==> src/rtl/mem_port_arbiter_if.sv <==
// Bundles the fetch, load/store and memory-side signals of the memory port arbiter.
// Signals only, no logic and no latency of its own.
// No backpressure of its own: requesters hold req until gnt (the slave modport view).
// Ports: fetch (if_*), load/store (ls_*), memory pins (mem_*).
// Modports: slave = arbiter view; master = requester/memory view (testbench).
interface mem_port_arbiter_if #(
  parameter int AWIDTH = 32,
  parameter int DWIDTH = 32
);
  logic              if_req_i;
  logic [AWIDTH-1:0] if_addr_i;
  logic              if_gnt_o;
  logic              if_rvalid_o;
  logic [DWIDTH-1:0] if_rdata_o;

  logic              ls_req_i;
  logic              ls_we_i;
  logic [AWIDTH-1:0] ls_addr_i;
  logic [DWIDTH-1:0] ls_wdata_i;
  logic              ls_gnt_o;
  logic              ls_rvalid_o;
  logic [DWIDTH-1:0] ls_rdata_o;

  logic [AWIDTH-1:0] mem_addr_o;
  logic [DWIDTH-1:0] mem_data_o;
  logic              mem_read_en_o;
  logic              mem_write_en_o;
  logic [DWIDTH-1:0] mem_data_i;

  modport slave (
    input  if_req_i, if_addr_i,
    input  ls_req_i, ls_we_i, ls_addr_i, ls_wdata_i,
    input  mem_data_i,
    output if_gnt_o, if_rvalid_o, if_rdata_o,
    output ls_gnt_o, ls_rvalid_o, ls_rdata_o,
    output mem_addr_o, mem_data_o, mem_read_en_o, mem_write_en_o
  );

  modport master (
    output if_req_i, if_addr_i,
    output ls_req_i, ls_we_i, ls_addr_i, ls_wdata_i,
    output mem_data_i,
    input  if_gnt_o, if_rvalid_o, if_rdata_o,
    input  ls_gnt_o, ls_rvalid_o, ls_rdata_o,
    input  mem_addr_o, mem_data_o, mem_read_en_o, mem_write_en_o
  );
endinterface

==> src/rtl/mem_port_arbiter.sv <==
// Shares one single-port memory between fetch (read-only) and load/store (read/write).
// Latency: gnt -> mem enable 1 cycle; gnt -> rvalid 2+MEM_LAT cycles; stores retire in 2.
// Backpressure: grants only in IDLE, one transaction outstanding; other requests stay pending.
// Ports: clk, rst (sync, active high), bus (slave modport: fetch, load/store, memory pins).
module mem_port_arbiter #(
  parameter int AWIDTH  = 32,
  parameter int DWIDTH  = 32,
  parameter int MEM_LAT = 1,
  parameter int RR_EN   = 1
) (
  input  logic              clk,
  input  logic              rst,
  mem_port_arbiter_if.slave bus
);

  // Counter needs at least one bit even when MEM_LAT=0 (it is then unused).
  localparam int CW = (MEM_LAT > 0) ? $clog2(MEM_LAT + 1) : 1;
  localparam logic [CW-1:0] CNT_LOAD = (MEM_LAT > 0) ? CW'(MEM_LAT - 1) : '0;

  typedef enum logic [1:0] {S_IDLE, S_ISSUE, S_WAIT, S_RESP} state_t;

  state_t            state;
  state_t            state_nxt;

  logic              grant_if;
  logic              grant_ls;
  logic              grant_any;
  logic              grant_store;
  logic              capture;
  logic              if_rvalid;
  logic              ls_rvalid;

  logic              win_ls;      // winner of the transaction in flight
  logic              last_ls;     // winner of the most recent grant
  logic              we_q;        // transaction in flight is a store
  logic [CW-1:0]     cnt;

  logic [AWIDTH-1:0] mem_addr_q;
  logic [DWIDTH-1:0] mem_data_q;
  logic              mem_re_q;
  logic              mem_we_q;
  logic [DWIDTH-1:0] if_rdata_q;
  logic [DWIDTH-1:0] ls_rdata_q;

  // State register
  always_ff @(posedge clk) begin
    if (rst) state <= S_IDLE;
    else     state <= state_nxt;
  end

  // Next-state logic
  always_comb begin
    state_nxt = state;
    case (state)
      S_IDLE:  if (grant_any) state_nxt = S_ISSUE;
      S_ISSUE: begin
        if (we_q)              state_nxt = S_IDLE;
        else if (MEM_LAT == 0) state_nxt = S_RESP;
        else                   state_nxt = S_WAIT;
      end
      S_WAIT:  if (cnt == '0) state_nxt = S_RESP;
      S_RESP:  state_nxt = S_IDLE;
      default: state_nxt = S_IDLE;
    endcase
  end

  // Output logic: grants are combinational in IDLE; held off during reset so that
  // nothing is acknowledged that the reset would immediately discard.
  always_comb begin
    grant_if  = 1'b0;
    grant_ls  = 1'b0;
    if_rvalid = 1'b0;
    ls_rvalid = 1'b0;
    if (state == S_IDLE && !rst) begin
      if (bus.if_req_i && bus.ls_req_i) begin
        // Round-robin hands contention to whoever did not win last; otherwise LS first.
        if (RR_EN != 0 && last_ls) grant_if = 1'b1;
        else                       grant_ls = 1'b1;
      end else if (bus.if_req_i) begin
        grant_if = 1'b1;
      end else if (bus.ls_req_i) begin
        grant_ls = 1'b1;
      end
    end
    if (state == S_RESP) begin
      if_rvalid = !win_ls;
      ls_rvalid = win_ls;
    end
  end

  assign grant_any   = grant_if | grant_ls;
  assign grant_store = grant_ls & bus.ls_we_i;

  // Read data is sampled on the last cycle before RESP: end of ISSUE for a
  // combinational memory, otherwise when the WAIT countdown reaches zero.
  assign capture = (state == S_ISSUE && !we_q && MEM_LAT == 0) ||
                   (state == S_WAIT && cnt == '0);

  // Datapath. Memory pins are loaded at the grant edge so they are valid for exactly
  // the ISSUE cycle; grants only occur in IDLE, so they fall back to 0 one cycle later.
  always_ff @(posedge clk) begin
    if (rst) begin
      win_ls     <= 1'b0;
      last_ls    <= 1'b1;
      we_q       <= 1'b0;
      cnt        <= '0;
      mem_addr_q <= '0;
      mem_data_q <= '0;
      mem_re_q   <= 1'b0;
      mem_we_q   <= 1'b0;
      if_rdata_q <= '0;
      ls_rdata_q <= '0;
    end else begin
      if (grant_any) begin
        win_ls  <= grant_ls;
        last_ls <= grant_ls;
        we_q    <= grant_store;
      end
      mem_addr_q <= grant_any ? (grant_ls ? bus.ls_addr_i : bus.if_addr_i) : '0;
      mem_re_q   <= grant_any & ~grant_store;
      mem_we_q   <= grant_store;
      mem_data_q <= grant_store ? bus.ls_wdata_i : '0;

      if (state == S_ISSUE)                 cnt <= CNT_LOAD;
      else if (state == S_WAIT && cnt != '0) cnt <= cnt - 1'b1;

      if (capture) begin
        if (win_ls) ls_rdata_q <= bus.mem_data_i;
        else        if_rdata_q <= bus.mem_data_i;
      end
    end
  end

  assign bus.if_gnt_o       = grant_if;
  assign bus.ls_gnt_o       = grant_ls;
  assign bus.if_rvalid_o    = if_rvalid;
  assign bus.ls_rvalid_o    = ls_rvalid;
  assign bus.if_rdata_o     = if_rdata_q;
  assign bus.ls_rdata_o     = ls_rdata_q;
  assign bus.mem_addr_o     = mem_addr_q;
  assign bus.mem_data_o     = mem_data_q;
  assign bus.mem_read_en_o  = mem_re_q;
  assign bus.mem_write_en_o = mem_we_q;

endmodule

==> src/flat_wrapper.sv <==
// flat-port wrapper written by rule: the top's interface ports become plain ports
module mem_port_arbiter_flat 
#(
  parameter int AWIDTH  = 32,
  parameter int DWIDTH  = 32,
  parameter int MEM_LAT = 1,
  parameter int RR_EN   = 1
)
  (clk, rst, bus_if_req_i, bus_if_addr_i, bus_ls_req_i, bus_ls_we_i, bus_ls_addr_i, bus_ls_wdata_i, bus_mem_data_i, bus_if_gnt_o, bus_if_rvalid_o, bus_if_rdata_o, bus_ls_gnt_o, bus_ls_rvalid_o, bus_ls_rdata_o, bus_mem_addr_o, bus_mem_data_o, bus_mem_read_en_o, bus_mem_write_en_o);
  mem_port_arbiter_if #(.AWIDTH(AWIDTH), .DWIDTH(DWIDTH)) bus_i ();
  input  logic clk;
  input  logic rst;
  input wire logic [$bits(bus_i.if_req_i)-1:0] bus_if_req_i;
  input wire logic [$bits(bus_i.if_addr_i)-1:0] bus_if_addr_i;
  input wire logic [$bits(bus_i.ls_req_i)-1:0] bus_ls_req_i;
  input wire logic [$bits(bus_i.ls_we_i)-1:0] bus_ls_we_i;
  input wire logic [$bits(bus_i.ls_addr_i)-1:0] bus_ls_addr_i;
  input wire logic [$bits(bus_i.ls_wdata_i)-1:0] bus_ls_wdata_i;
  input wire logic [$bits(bus_i.mem_data_i)-1:0] bus_mem_data_i;
  output wire logic [$bits(bus_i.if_gnt_o)-1:0] bus_if_gnt_o;
  output wire logic [$bits(bus_i.if_rvalid_o)-1:0] bus_if_rvalid_o;
  output wire logic [$bits(bus_i.if_rdata_o)-1:0] bus_if_rdata_o;
  output wire logic [$bits(bus_i.ls_gnt_o)-1:0] bus_ls_gnt_o;
  output wire logic [$bits(bus_i.ls_rvalid_o)-1:0] bus_ls_rvalid_o;
  output wire logic [$bits(bus_i.ls_rdata_o)-1:0] bus_ls_rdata_o;
  output wire logic [$bits(bus_i.mem_addr_o)-1:0] bus_mem_addr_o;
  output wire logic [$bits(bus_i.mem_data_o)-1:0] bus_mem_data_o;
  output wire logic [$bits(bus_i.mem_read_en_o)-1:0] bus_mem_read_en_o;
  output wire logic [$bits(bus_i.mem_write_en_o)-1:0] bus_mem_write_en_o;
  assign bus_i.if_req_i = bus_if_req_i;
  assign bus_i.if_addr_i = bus_if_addr_i;
  assign bus_i.ls_req_i = bus_ls_req_i;
  assign bus_i.ls_we_i = bus_ls_we_i;
  assign bus_i.ls_addr_i = bus_ls_addr_i;
  assign bus_i.ls_wdata_i = bus_ls_wdata_i;
  assign bus_i.mem_data_i = bus_mem_data_i;
  assign bus_if_gnt_o = bus_i.if_gnt_o;
  assign bus_if_rvalid_o = bus_i.if_rvalid_o;
  assign bus_if_rdata_o = bus_i.if_rdata_o;
  assign bus_ls_gnt_o = bus_i.ls_gnt_o;
  assign bus_ls_rvalid_o = bus_i.ls_rvalid_o;
  assign bus_ls_rdata_o = bus_i.ls_rdata_o;
  assign bus_mem_addr_o = bus_i.mem_addr_o;
  assign bus_mem_data_o = bus_i.mem_data_o;
  assign bus_mem_read_en_o = bus_i.mem_read_en_o;
  assign bus_mem_write_en_o = bus_i.mem_write_en_o;
  mem_port_arbiter #(.AWIDTH(AWIDTH), .DWIDTH(DWIDTH), .MEM_LAT(MEM_LAT), .RR_EN(RR_EN)) u_core (.clk(clk), .rst(rst), .bus(bus_i));
endmodule
==> config.mk <==
export PLATFORM = sky130hd
export DESIGN_NAME = mem_port_arbiter_flat
export DESIGN_NICKNAME = d
export VERILOG_FILES = /design/src/rtl/mem_port_arbiter_if.sv /design/src/rtl/mem_port_arbiter.sv /design/src/flat_wrapper.sv
export SDC_FILE = /design/constraint.sdc
export NUM_CORES = 1
export LEC_CHECK = 0
export ABC_AREA = 1
export ABC_CLOCK_PERIOD_IN_PS = 2100
export CAP_MARGIN = 20
export CORE_MARGIN = 2
export CORE_UTILIZATION = 42
export CTS_CLUSTER_SIZE = 16
export DETAILED_ROUTE_END_ITERATION = 7
export HOLD_SLACK_MARGIN = 0.1
export PLACE_DENSITY = 0.9
export SKIP_CTS_REPAIR_TIMING = 1
export SLEW_MARGIN = 10
export SYNTH_ARGS = -nofsm -noshare
export SYNTH_HDL_FRONTEND = slang
export SYNTH_SLANG_ARGS = --single-unit
==> constraint.sdc <==
create_clock -name clk -period 2.1 [get_ports clk]
set_input_delay 0.21 -clock clk [delete_from_list [all_inputs] [get_ports clk]]
set_output_delay 0.21 -clock clk [all_outputs]
set_load 0.005 [all_outputs]
* Yosys cells after proc, flatten, opt, wreduce, memory -nomap -nowiden
Index checks and enable logic that the tools add are counted.
Word-level totals: output and inout port bits 134, logic and storage cells 53, flip-flop bits (word level) 136, input bits 133
Operators by class: bitwise logic cells 7, add/sub/neg operators 1, reduce and logical (&&, ||, !) cells 13, equality and inequality tests 5, mux-type cells 16
Operator list (number):
- two-way mux 32 bit | 1
- two-way mux 1 bit | 11
- one-hot mux 2 bit (4 select lines) | 1
- two-way mux 2 bit | 3
- AND reduction 2 bit | 3
- OR reduction 2 bit | 3
- == test 2 bit (second input constant) | 2
- logical AND 1 bit | 4
- NOT 1 bit | 4
- AND 1 bit | 2
- == test 2 x 1 -> 1 bit (second input constant) | 1
- logical NOT 1 bit | 2
- logical NOT 2 bit | 1
- inequality test 2 x 1 -> 1 bit (second input constant) | 1
- inequality test 2 bit (second input constant) | 1
- bitwise OR 1 bit | 1
- subtractor 1 bit (second input constant) | 1

* Depth between registers and ports, before layout
Gate-level depths: netlist (run 1).
depth after elaboration 7, gate-level depth with buffers 8, mapped depth without buffers 7

* Least setup slack after synthesis (run 1)
No wires, ideal clock.
path kind register to register, from register with a tool-made name, to register u_core.ls_rdata_q[24] (netlist: u_core.bus.ls_rdata_o[24]), data required time 1.984 ns, path slack 0.900 ns, arrival 1.084 ns, cell stages (with the launch flop) 7, cells stage by stage dfxtp_1 inv_2 nor2_4 nand3_4 buf_6 o21ai_0 nor2_1
RTL lines:
- end signal: assignment | line mem_port_arbiter.sv:128 | if (win_ls) ls_rdata_q <= bus.mem_data_i;
- end: declaration | line mem_port_arbiter.sv:43 | logic [DWIDTH-1:0] ls_rdata_q;

* Final worst setup path (run 1)
from register u_core.state[0], to output bus_if_gnt_o
On the way: cells in the longest elaborated chain, start to end 3
RTL lines:
- start: declaration | line mem_port_arbiter.sv:22 | state_t state;
- start signal: assignment | line mem_port_arbiter.sv:48 | else state <= state_nxt;
- logical NOT 2 bit | line mem_port_arbiter.sv:74 | if (state == S_IDLE && !rst) begin
- logical AND 1 bit | line mem_port_arbiter.sv:74
- two-way mux 1 bit | line mem_port_arbiter.sv:74
- end: declaration | line flat_wrapper.sv:20 | output wire logic [$bits(bus_i.if_gnt_o)-1:0] bus_if_gnt_o;
Every way passes these cells.

==> results of run 1 <==
[sequential cells by signal (all words and copies together), names as in the netlist, named ones only]
signal and cells:
u_core.state 1, u_core.last_ls 1, u_core.cnt 1, u_core.bus.mem_write_en_o 1
u_core.bus.if_rdata_o 32, u_core.win_ls 1, u_core.bus.mem_read_en_o 1, u_core.bus.mem_data_o 32
u_core.bus.mem_addr_o 32, u_core.bus.ls_rdata_o 32, u_core.we_q 1
[kinds of logic (layout without fill, tap and decap cells)]
logic type / count (synthesis) / count (layout)
simple gates: 314 / 314
flops: 136 / 136
buf+inv: 78 / 350
compound gates: 69 / 69
[final cells by class]
class	count	area [sq um]	share of cell area
Clock buffer	19	452.9	0.05554
Clock inverter	13	152.6	0.01872
Inverter	44	172.7	0.02117
Multi-Input combinational cell	383	1740	0.2134
Sequential cell	136	2723	0.3338
Tap cell	143	178.9	0.02194
Timing Repair Buffer	274	2735	0.3354
[metal layers]
metal | global-route usage | vias to the layer above | part of all wire
li1 | - | 2373 | -
met1 | 0.2379 | 2175 | 0.37
met2 | 0.4137 | 216 | 0.52
met3 | 0.09091 | 40 | 0.086
met4 | 0.1169 | 0 | 0.034
met5 | 0 | - | 0
[how the worst max path moves through the flow]
stage,startpoint,cells after the start,end
after detailed placement,rst,6,u_core.bus.mem_data_o[12]$_SDFF_PP0_
after floorplan,flop,6,u_core.bus.ls_rdata_o[24]$_SDFFE_PP0P_
final,u_core.state[0]$_SDFFE_PP0P_,4,bus_if_gnt_o
after global routing,flop,4,bus_if_gnt_o
after CTS,flop,4,bus_if_gnt_o
after global placement,rst,7,u_core.bus.mem_read_en_o$_SDFF_PP0_
[worst reg2reg max path, stage by stage, from the launching register on]
cell     delay, ns
dfxtp_1       0.37
inv_2         0.12
nand2_2       0.08
nor2_4        0.11
buf_4         0.33
nand3_2       0.09
buf_4         0.25
nor2_1        0.18
[power by group]
part	leakage (nW)	switching, W	internal, W
Combinational	1.86	0.000665	0.000837
Sequential	1.11	0.000113	0.00283
Clock	0.298	0.00110	0.00192
Total	3.27	0.00188	0.00558
[cell usage in the layout (no fill, tap or decap), types with 4 or more instances in the layout]
master	n
clkdlybuf4s50_1	266
nor2_1	227
dfxtp_1	136
o21ai_0	54
inv_1	38
nand2_1	35
nand3b_1	32
clkbuf_16	17
o21ai_1	11
buf_4	7
nand3_1	6
clkinv_2	6
inv_2	4
nor3_1	4
[through the flow]
step,hold WS (ns),area [sq um],total power [W]
after floorplan,0.2791,4883,0.003630
after global placement,0.4601,7550,0.004446
final,0.3089,8155,0.007467
after CTS,0.2941,8155,0.007522
after detailed placement,0.4713,7550,0.004491
after global routing,0.3042,8155,0.007800
==> metrics.md, run 1 <==
| Metric | Value |
|---|---|
| Outcome | `complete, no violations` |
| CP cell instances | `nor2_2 -> nand3_2 -> nor2_1 -> clkdlybuf4s50_1` |
| Final hold vios | `0` |
| IO Count | `267` |
| Critical-path top delay cell | `clkdlybuf4s50_1` |
| Synth cell count leaders | `227 x nor2_1, 136 x dfxtp_1, 54 x o21ai_0` |
| Site row count | `39` |
| # fillers | `approximately 850` |
| Critical path type | `flop to output port` |
| Unrepaired setup endpoints after global routing | `no` |
| Buffers plus inverters on the worst setup path | `1` |
| Peak VDD IR | `664.0 uV` |
| Gr usage total | `0.2330` |
| Via/cell ratio | `4.747` |
| Critical Path Max Stage Delay | `around 0.52 ns` |
| Synth top area cells | `dfxtp_1 56%, nor2_1 17%, o21ai_0 5.5%` |
| Async set-reset flop share out of synthesis | `0` |
| Largest family of logic cells by synthesized area | `simple AND/OR/NAND/NOR gates` |
| Synth Area in Compound Gates | `0.07353` |
| Syn_area_per_cell | `8.180 sq um` |
| Hold Path Origin | `bus_ls_wdata_i[17]` |
| # DRC | `0` |
| Worst-Margin Slew | `around 0.6 ns` |
| Hold depth | `3` |
| Area leader, netlist | `dfxtp_1` |
| Crit. End Element | `output port` |
| Via count | `4804` |
| Die height | `111.8 um` |
| Family with the most delay on the worst path | `buffers and inverters` |
| CP Launch Type | `flop` |
| Clk buf depth | `2` |
| Max-Slew Margin vs Limit | `0.6081` |
| Slew Limit Fails | `0` |
| Synthesized area | `0.004883 sq mm` |
| Most instantiated library cell after synthesis | `nor2_1` |
| Top FF cell, synth | `dfxtp_1` |
| Simple-gate share of the synthesized area | `0.2829` |
| Diode count | `0` |
| Core footprint | `about 0.011 sq mm` |
| Post-synth EDFFs | `0` |
| Seq/Total Area, Yosys | `0.5575` |
| Htree depth | `4` |
| Root Driver | `clkbuf_16` |
| CTS Buf Count | `17` |
| # port buffers | `between 200 and 300` |
| Layout Nets | `989` |
| Vias in the first global route | `between 4000 and 5000` |
| Synth Area in Adders | `0` |
| Synth unique cells | `26` |
| Hold worst-path end | `u_core.bus.mem_data_o[17]$_SDFF_PP0_` |
| Reg2Reg Launch Point | `u_core.state[0]$_SDFFE_PP0P_` |
| Pre-CTS setup slack | `0.2145 ns` |
| TNS Setup | `0 ns` |
| Share of layout cells above drive strength 1 | `0.06559` |
| Final Skew | `0.006264 ns` |
| Clk sinks | `approximately 140` |
| Cells after DPL | `between 900 and 1000` |
| Reg2reg path depth | `7` |
| First-pass GRT wire length | `22830 um` |
| Cell count after synthesis | `597` |
| Top cell type's share of synthesized area | `0.5575` |
| Routed wire length per instance | `14.40 um` |
| Largest net degree at the start of global routing | `68` |
| Synth warn | `0` |
| Reg2reg end | `u_core.bus.mem_data_o[12]$_SDFF_PP0_` |
| Post-route core utilization | `0.7173` |
| Die width | `111.8 um` |
| Post-Synthesis Net Count | `730` |
| F_max | `509.9 MHz` |
| Crit path max fanout | `6` |
| Reg clk slew, reported paths | `0.06 ns` |
| HPWL after detailed placement | `between 10000 and 15000 um` |
| DR pass1 iterations | `4` |
| Skew-Pair Late Insertion Delay | `around 0.42 ns` |
| LEAKAGE | `around 3.3 nW` |
| Final non-filler cell total | `~1000` |
| Max_cap viols | `0` |
| FF-to-FF setup slack | `0.51 ns` |
| Grt ovf | `0` |
| First DRT Iteration DRCs | `between 300 and 400` |
| PnR worst setup slack | `about 0.14 ns` |
| Layout area overhead | `67.00%` |
| Seq cells post-synth | `136` |
| Post-synthesis mux area share | `0` |
| GPL Wtd Cong | `0.8077` |
| Antenna-violating nets left | `0` |
| CTS tree | `yes` |
| Antenna violations before repair | `0` |
| Required @ worst endpoint | `between 1.5 and 2 ns` |
| Min-delay worst type | `input pin to flop` |
| Die area | `between 0.01 and 0.015 sq mm` |
| Post-Synth XOR/XNOR Area | `0` |
| Min Clock Period, post-route | `1.961 ns` |
| Pwr dens | `approximately 900 mW/mm^2` |
| Post-Route WL | `14570 um` |
| Final number of setup-violating endpoints | `0` |
| Period Utilization, post-route | `0.9339` |
| Initial Util | `0.4295` |
| Critical Path AT | `1.75 ns` |
(Power assumes the default switching activity.)
==> run 2: changes to the inputs <==
- ABC_CLOCK_PERIOD_IN_PS: 2100 -> 1580
- CORE_MARGIN: 2 -> 10
- CORE_UTILIZATION: 42 -> 35
- PLACE_DENSITY: 0.9 -> 0.8
- clock period: 2.1 -> 1.58 ns (I/O delays scaled with it)
==> run 2 against run 1 <==
Net effect:
- sequential share of layout area decreased by 0.91 points
- clock-buffer cell count increased by 2
- via count decreased by 1.8%
- die area increased by 53%
- sequential power increased by 33%
- core utilization decreased by 11 points
- critical path depth increased by 2
- wire length increased by 11%
- clock skew increased by 0.0026 ns
- worst hold slack got worse by 0.045 ns
- non-clock buffer count increased by 18
- power increased by 34%
- critical path type unchanged
- critical endpoint is now bus_ls_gnt_o
- highest routed layer unchanged
==> metrics.md, run 2 (synthesized netlist as in run 1, its figures left out) <==
| Metric | Value |
|---|---|
| Antenna-violating nets left | `0 (unchanged)` |
| PnR worst setup slack | `0.1150 ns (-0.02386 ns)` |
| Site row count | `43 (+10%)` |
| Outcome | `complete, no violations` |
| GPL Wtd Cong | `0.7862 (-2.7%)` |
| Clk sinks | `136 (unchanged)` |
| Diode count | `0 (unchanged)` |
| Clk network pwr share | `0.397 (-0.008)` |
| Worst-Margin Slew | `0.3548 ns (-0.2322 ns)` |
| Max-Slew Margin vs Limit | `0.7635 (+0.1554)` |
| Power Total | `0.009998 W (+34%)` |
| Final number of setup-violating endpoints | `0 (unchanged)` |
| Htree depth | `4 (unchanged)` |
| Layout area overhead | `71.82%` |
| Post-Route WL | `16210 um (+11%)` |
| Final hold vios | `0 (unchanged)` |
| Reg clk slew, reported paths | `0.06 ns (about the same)` |
| Grt ovf | `0 (unchanged)` |
| Switching power | `0.002545 W (+35%)` |
| Min Clock Period, post-route | `1.465 ns` |
| Most common cell after layout, fill and taps aside | `clkdlybuf4s50_1` |
| Initial Util | `0.3546 (-0.07495)` |
| Post-route core utilization | `0.6092 (-0.1081)` |
| Die height | `138.1 um (+24%)` |
| Gr usage total | `0.1626 (-0.07042)` |
| Skew-Pair Late Insertion Delay | `0.41 ns (about the same)` |
| Die width | `138.1 um (+24%)` |
| Int Power | `0.007453 W (+33%)` |
| Core footprint | `0.01377 sq mm (+21%)` |
| # DRC | `0 (unchanged)` |
| CTS Buf Count | `17 (unchanged)` |
| Max_cap viols | `0 (unchanged)` |
| Logic pwr share | `0.211 (+0.010)` |
| CP Launch Type | `flop` |
| Slew Limit Fails | `0 (unchanged)` |
| Crit. End Element | `output port` |
| # port buffers | `266 (unchanged)` |
| Root Driver | `clkbuf_16` |
| Period Utilization, post-route | `0.9272` |
| First-pass GRT wire length | `25070 um (+9.8%)` |
| Critical Path AT | `1.31 ns (-0.44 ns)` |
| Final Skew | `0.008904 ns (+0.002640 ns)` |
| Crit path max fanout | `4 (-2)` |
| F_max | `a little under 700 MHz` |
| Required @ worst endpoint | `1.42 ns (-0.47 ns)` |
| HPWL after detailed placement | `12180 um (+19%)` |
| Routed wire length per instance | `15.19 um (+5.5%)` |
| Clk buf depth | `2 (unchanged)` |
| Antenna violations before repair | `0 (unchanged)` |
| IO Count | `267 (unchanged)` |
| Layout Nets | `1007 (+1.8%)` |
| Pwr dens | `1192 mW/mm^2 (+30%)` |
| Vias in the first global route | `4703 (-1.2%)` |
| DR pass1 iterations | `4 (unchanged)` |
| Min-delay worst type | `input pin to flop` |
| Via count | `4718 (-1.8%)` |
| LEAKAGE | `3.416 nW (+4.5%)` |
| Pre-CTS setup slack | `-0.1303 ns (-0.3448 ns)` |
| Largest net degree at the start of global routing | `66 (-2.9%)` |
| Flop pwr share | `0.391 (-0.003)` |
| Peak VDD IR | `644.7 uV (-2.9%)` |
| Commonest cells after routing, fill and taps aside | `262 x clkdlybuf4s50_1, 227 x nor2_1, 134 x dfxtp_1` |
| Share of layout cells above drive strength 1 | `0.08794 (+0.02234)` |
| CTS tree | `yes` |
| First DRT Iteration DRCs | `129 (-63%)` |
| Die area | `0.01908 sq mm (+53%)` |
| Sw Ratio | `0.2545 (+0.002361)` |
| Via/cell ratio | `4.422 (-6.9%)` |
| Critical path type | `flop to output port` |
-- run 2: cell types whose count changed in the layout (fill, tap and decap cells not counted) --
| cell | delta |
|---|---|
| buf_12 | +4 |
| buf_4 | +13 |
| buf_6 | +1 |
| bufinv_16 | -1 |
| clkbuf_2 | +1 |
| clkbuf_8 | +2 |
| clkdlybuf4s50_1 | -4 |
| clkinv_2 | -2 |
| clkinv_4 | -1 |
| clkinvlp_4 | +1 |
| dfxtp_1 | -2 |
| dfxtp_2 | +2 |
| dlymetal6s2s_1 | +3 |
| inv_6 | +1 |
-- run 2: worst max-delay path, cell delays in order (launching register included) --
cell	delay, ns
dfxtp_1	0.34
inv_2	0.12
nand2_2	0.08
nor2_4	0.12
nand2_4	0.07
inv_4	0.05
clkbuf_2	0.12
-- run 2: per-stage QoR --
step / instances / hold slack (ns) / TNS (ns) / area [sq um]
final: 1067 / 0.2638 / 0 / 8391
after global routing: 1067 / 0.2537 / -0.009206 / 8391
after CTS: 1062 / 0.2416 / -1.182 / 8344
after detailed placement: 1030 / 0.4688 / -2.070 / 7744
after global placement: 1030 / 0.4609 / -0.3779 / 7744
after floorplan: 597 / 0.2271 / 0 / 4883
-- run 2: routing by layer --
layer	wire [um]	GRT usage	vias up
li1	-	-	2409
met1	6541	0.1713	2120
met4	264	0.05716	0
met2	7931	0.2779	169
met5	0	0	-
met3	1468	0.07705	20
-- run 2: final timing paths --
check,depth (start not counted),slack (ns),startpoint,end
setup reg to reg,6,0.15,flop,u_core.bus.ls_rdata_o[11]$_SDFFE_PP0P_
setup / recovery,6,0.11,flop,bus_ls_gnt_o
hold / removal,3,0.26,bus_ls_wdata_i[23],u_core.bus.mem_data_o[23]$_SDFF_PP0_
hold reg to reg,2,0.48,u_core.bus.ls_rdata_o[12]$_SDFFE_PP0P_,u_core.bus.ls_rdata_o[12]$_SDFFE_PP0P_
-- run 2: layout make-up --
class                      count  area [sq um]
inverter                      44         172.7
fill                        1229          5383
clock buffer                  21         480.5
clock inverter                11         120.1
sequential                   136          2725
tap                          180         225.2
timing repair buffer         292          2927
multi-input combinational    383          1740
-- run 2: power groups by stage --
stage	Clock, W	Combinational [W]	Sequential [W]
after floorplan	0	0.000819	0.00401
after detailed placement	0	0.00211	0.00398
after global routing	0.00418	0.00232	0.00395
final	0.00397	0.00211	0.00391
after CTS	0.00406	0.00213	0.00391
after global placement	0	0.00209	0.00397
